[src/rtl/inv_key_pkg.sv]
// Shared constants, types and the round-constant lookup for the inverse round-key server.
package inv_key_pkg;

  localparam int NR    = 10;
  localparam int KEY_W = 128;

  // NR as a 4-bit round index, for comparisons against cnt/idx
  localparam logic [3:0] NR_IDX = 4'(NR);

  typedef logic [KEY_W-1:0] round_key_t;

  typedef enum logic [1:0] {
    IDLE   = 2'd0,
    EXPAND = 2'd1,
    SERVE  = 2'd2,
    HOLD   = 2'd3
  } state_t;

  function automatic logic [7:0] rcon(input logic [3:0] i);
    logic [7:0] r;
    case (i)
      4'd1:    r = 8'h01;
      4'd2:    r = 8'h02;
      4'd3:    r = 8'h04;
      4'd4:    r = 8'h08;
      4'd5:    r = 8'h10;
      4'd6:    r = 8'h20;
      4'd7:    r = 8'h40;
      4'd8:    r = 8'h80;
      4'd9:    r = 8'h1b;
      4'd10:   r = 8'h36;
      default: r = 8'h00;
    endcase
    return r;
  endfunction

endpackage

[src/rtl/key_round_step.sv]
// One forward key-schedule round (rotate + rcon, no SubWord), purely combinational.
// Zero latency; no handshake, the caller decides when the result is stored.
module key_round_step
  import inv_key_pkg::*;
(
  input  logic [KEY_W-1:0] prev_key,
  input  logic [3:0]       round,
  output logic [KEY_W-1:0] next_key
);

  logic [31:0] p0, p1, p2, p3;
  logic [31:0] w0, w1, w2, w3;
  logic [31:0] g;

  assign p0 = prev_key[31:0];
  assign p1 = prev_key[63:32];
  assign p2 = prev_key[95:64];
  assign p3 = prev_key[127:96];

  assign g  = {p0[23:0], p0[31:24]} ^ {rcon(round), 24'h0};

  assign w0 = p0 ^ g;
  assign w1 = p1 ^ w0;
  assign w2 = p2 ^ w1;
  assign w3 = p3 ^ w2;

  assign next_key = {w3, w2, w1, w0};

endmodule

[src/rtl/inv_round_key_server.sv]
// Expands a cipher key one round per cycle into an 11-entry store, then streams rounds NR..0.
// First round key 11 cycles after key accept; rk_out/rk_round held while rk_ready is low.
module inv_round_key_server
  import inv_key_pkg::*;
(
  input  logic             clk,
  input  logic             rst,
  input  logic [KEY_W-1:0] key_in,
  input  logic             key_valid,
  output logic             key_ready,
  input  logic             replay,
  output logic [KEY_W-1:0] rk_out,
  output logic [3:0]       rk_round,
  output logic             rk_valid,
  input  logic             rk_ready,
  output logic             rk_last,
  output logic             busy
);

  state_t     state, state_nxt;
  logic [3:0] cnt, cnt_nxt;
  logic [3:0] idx, idx_nxt;
  logic [3:0] cnt_prev;
  logic       key_acc;

  round_key_t store [0:NR];
  round_key_t step_out;

  assign key_acc  = key_valid && key_ready;
  assign cnt_prev = cnt - 4'd1;

  key_round_step u_step (
    .prev_key (store[cnt_prev]),
    .round    (cnt),
    .next_key (step_out)
  );

  always_ff @(posedge clk) begin
    if (rst) begin
      state <= IDLE;
      cnt   <= 4'd0;
      idx   <= 4'd0;
    end else begin
      state <= state_nxt;
      cnt   <= cnt_nxt;
      idx   <= idx_nxt;
    end
  end

  // Store contents are don't-care after reset, so no reset branch here
  always_ff @(posedge clk) begin
    if (key_acc) begin
      store[0] <= key_in;
    end else if (state == EXPAND) begin
      store[cnt] <= step_out;
    end
  end

  always_comb begin
    state_nxt = state;
    cnt_nxt   = cnt;
    idx_nxt   = idx;
    case (state)
      IDLE: begin
        if (key_valid) begin
          state_nxt = EXPAND;
          cnt_nxt   = 4'd1;
        end
      end
      EXPAND: begin
        cnt_nxt = cnt + 4'd1;
        if (cnt == NR_IDX) begin
          state_nxt = SERVE;
          cnt_nxt   = 4'd0;
          idx_nxt   = NR_IDX;
        end
      end
      SERVE: begin
        // A new key aborts the stream; replay beats a same-cycle handshake
        if (key_valid) begin
          state_nxt = EXPAND;
          cnt_nxt   = 4'd1;
        end else if (replay) begin
          idx_nxt = NR_IDX;
        end else if (rk_ready) begin
          if (idx == 4'd0) begin
            state_nxt = HOLD;
          end else begin
            idx_nxt = idx - 4'd1;
          end
        end
      end
      HOLD: begin
        if (key_valid) begin
          state_nxt = EXPAND;
          cnt_nxt   = 4'd1;
        end else if (replay) begin
          state_nxt = SERVE;
          idx_nxt   = NR_IDX;
        end
      end
      default: begin
        state_nxt = IDLE;
      end
    endcase
  end

  always_comb begin
    key_ready = 1'b0;
    rk_valid  = 1'b0;
    rk_out    = '0;
    rk_round  = 4'd0;
    rk_last   = 1'b0;
    busy      = 1'b0;
    case (state)
      IDLE: key_ready = 1'b1;
      EXPAND: busy = 1'b1;
      SERVE: begin
        key_ready = 1'b1;
        rk_valid  = 1'b1;
        rk_out    = store[idx];
        rk_round  = idx;
        rk_last   = (idx == 4'd0);
      end
      HOLD: key_ready = 1'b1;
      default: key_ready = 1'b0;
    endcase
  end

endmodule

[config.mk]
export PLATFORM = sky130hd
export DESIGN_NAME = inv_round_key_server
export DESIGN_NICKNAME = d
export VERILOG_FILES = /design/src/rtl/inv_key_pkg.sv /design/src/rtl/key_round_step.sv /design/src/rtl/inv_round_key_server.sv
export SDC_FILE = /design/constraint.sdc
export NUM_CORES = 2
export LEC_CHECK = 0
export ABC_AREA = 1
export BUFFER_PORTS_ARGS = -buffer_cell sky130_fd_sc_hd__buf_2
export CAP_MARGIN = 20
export CORE_AREA = 2 2 542 490
export CTS_CLUSTER_DIAMETER = 50
export DETAILED_ROUTE_END_ITERATION = 16
export DIE_AREA = 0 0 544 492
export HOLD_SLACK_MARGIN = 0.02
export SLEW_MARGIN = 20
export SYNTH_ARGS = -nofsm -noshare
export SYNTH_HDL_FRONTEND = slang
export SYNTH_HIERARCHICAL = 1
export SYNTH_SLANG_ARGS = --single-unit
[constraint.sdc]
create_clock -name clk -period 20.1 [get_ports clk]
set_input_delay 4.02 -clock clk [delete_from_list [all_inputs] [get_ports clk]]
set_output_delay 4.02 -clock clk [all_outputs]
set_load 0.05 [all_outputs]
==> flow_metrics.tcl <==
set metrics [dict create \
    worst_pin_slew_ps 1340 \
    crit_path_max_fanout 89 \
    ant_nets 0 \
    cpMostUsedCell "buf_4" \
    die_area_sq_um 268000 \
    cts_setup_buffers 0 \
    fillers 27100 \
    drt-vias-per-instance 4.97 \
    drt_iter0_markers 7728 \
    synth_xor_area_frac 0.00744 \
    wirelength_mm 288 \
    placed_cell_area_sq_um 81700 \
    seq_area_frac_synth 0.543 \
    cts_tree "done" \
    yosys_warnings 6 \
    num_rows 179 \
    htreeDepth 4 \
    synth_top_family_by_area "simple AND/OR/NAND/NOR gates" \
    die-height_um 492 \
    power_density_nw_per_um2 147 \
    skew_ps 56.1 \
    grtUsageTotal 0.210 \
    drcViolationCount 0 \
    slew_viol_final 0 \
    synth-compound-area-share 0.0912 \
    clock_latency_ps 860 \
    cts.clk_slew.worst_paths_ps 60 \
    grt_pass1_wl_mm 414 \
    syn_avg_cell_area_sq_um 8.17 \
    ctsHoldBuffers 0 \
    synth_top_area_frac 0.540 \
    startpoint_type "flip-flop" \
    ys_types 32 \
    cts_buffer_depth 3 \
    syn_to_final_growth_pct 11.0 \
    io_pins 269 \
    relSlewSlack 0.106 \
    crit_type "flip-flop to output port" \
    drt_pass1_iterations 7 \
    synthTopCellsByArea "edfxtp_1 54%, nand2_1 15%, nand3_1 7.9%" \
    syn_area_sq_um 78300 \
    min_period_over_period 0.522 \
    setup_viol 0 \
    initial_core_util 0.298 \
    post-synth-top-count-cell "nand2_1" \
    grt_setup_unrepaired "false" \
    p_total_uw 12800 \
    dr_total_vias 65400 \
    setup_ws_ps 9610 \
    hp-class "flip-flop to flip-flop" \
    synthAdderAreaFrac 0.00256 \
    post-route-util 0.331 \
    status "finished clean" \
    synthArstFlopShare 0 \
    antenna_found_initial 25 \
    drive_above_1_share 0.0695 \
    path_buf_inv 5 \
    place_congestion 0.953 \
    synth_common_cells "3177 x nand2_1, 1442 x inv_1, 1408 x edfxtp_1, 1230 x nand3_1, 595 x o21ai_0" \
    fin_area_sq_um 86900 \
    root_buffer "clkbuf_16" \
    yosys.area_share.simple 0.242 \
    hold_viol_final 0 \
    cts.repair.resized 0 \
    overflow 0 \
    period_needed_ps 10490 \
    syn_nets 9735 \
    crit_slowest_cell "buf_4" \
    io_buffers 268 \
    synth-edff-count 1408 \
    drv_cap 0 \
    fmax_mhz 95.3 \
    cp_top_family "buffers and inverters" \
    path_cells "buf_4, buf_4, buf_4, buf_4, nand2_1, o21ai_0, o21ai_0, a21oi_1, buf_2" \
    cp.required_ps 16080 \
    wire_per_inst_um 21.8 \
    numCtsBuffers 160 \
    yosys.area.top_type "edfxtp_1" \
    die_w_um 544 \
    worst_setup_path_end_kind "output port" \
    syn_inst 9586 \
    cts_sinks 1422 \
    ys_ff_latch 1422 \
    dpl.hpwl_mm 167 \
    synthFlopType "edfxtp_1" \
    grt_max_degree 202 \
    muxShareOfSynthArea 0 \
    p_leak_uw 0.0375 \
    nNetsFinal 9648 \
    finalSetupTns_ps 0 \
    ir_drop_mv 0.179 \
    critPathMaxStageDelay_ps 890 \
    pre_cts_slack_ps 10760 \
    grt_pass1_vias 60200 \
    cp.arrival_ps 6470 \
    core_area_sq_um 263000 \
]
[cell usage in the layout (no fill, tap or decap), types with 13 or more instances in the layout]
master | Yosys | routed
nor2_1 | 153 | 143
clkbuf_16 | 0 | 163
inv_1 | 1442 | 1438
buf_4 | 29 | 77
o21ai_1 | 431 | 431
nand2_1 | 3177 | 3177
edfxtp_1 | 1408 | 1408
inv_6 | 0 | 14
clkbuf_1 | 175 | 25
o21ai_0 | 595 | 595
buf_12 | 0 | 15
ha_1 | 16 | 14
bufinv_16 | 0 | 13
nand3_1 | 1230 | 1230
a21oi_1 | 395 | 395
buf_2 | 279 | 268
clkinv_2 | 1 | 27
nand2_2 | 26 | 26
clkinv_1 | 0 | 30
xor2_1 | 46 | 45
[cell type report]
cell class | instances | area, sq um | area share
multi-input cells | 6103 | 27000 | 0.311
inverters | 1451 | 5510 | 0.0634
well taps | 3529 | 4420 | 0.0508
clock buffers | 189 | 4190 | 0.0482
flip-flops and latches | 1422 | 42600 | 0.490
repair buffers | 361 | 2230 | 0.0257
clock inverters | 101 | 962 | 0.0111
diodes | 10 | 25.0 | 0.000288
[per-stage QoR]
stage | std cells | hold slack [ps]
6_report | 13200 | 557
5_1_grt | 13200 | 594
4_1_cts | 13200 | 559
3_5_place_dp | 12900 | 549
3_3_place_gp | 12900 | 539
2_1_floorplan | 9586 | 481
[state kept, by name (all words and copies together), names as in the netlist, named ones only]
register and flops:
cnt 4, idx 4, state 2, store 1408
[kinds of logic (layout without fill, tap and decap cells)]
group,after synthesis,count (layout)
AND/OR/NAND/NOR,4603,4603
other,0,10
AO/OA/AOI/OAI,1425,1425
buffers and inverters,2061,2102
adder cells (fa/ha/maj),16,16
XOR/XNOR,59,59
flip-flops,1422,1422
[per-layer routing]
metal / wire length (um) / vias up / GRT usage
met4: 24400 / 4 / 0.163
met3: 25200 / 704 / 0.0368
met5: 24 / - / 0
met2: 125000 / 3172 / 0.319
li1: - / 30900 / -
met1: 113000 / 30600 / 0.265
[power by group]
group          internal [uW]  switching [uW]  leakage, uW  total, uW
Sequential              3930            92.2       0.0129       4020
Clock                   1660            1260      0.00250       2920
Combinational           1310            4540       0.0221       5850
Total                   6900            5890       0.0375      12800
[worst min-delay path, stage by stage, from the launching register on]
cell and delay [ps]:
dfxtp_1 340, nand2_1 100, a21oi_1 70
[path summary, 6_finish.rpt]
check	startpoint	endpoint	slack (ps)	depth (start not counted)
hold reg to reg	idx[0]	idx[0]	560	2
setup / recovery	flip-flop	rk_out[93]	9610	9
setup reg to reg	cnt[0]	store[8][96]	12240	21
hold / removal	idx[0]	idx[0]	560	2
Power figures use the tool's default switching activity.
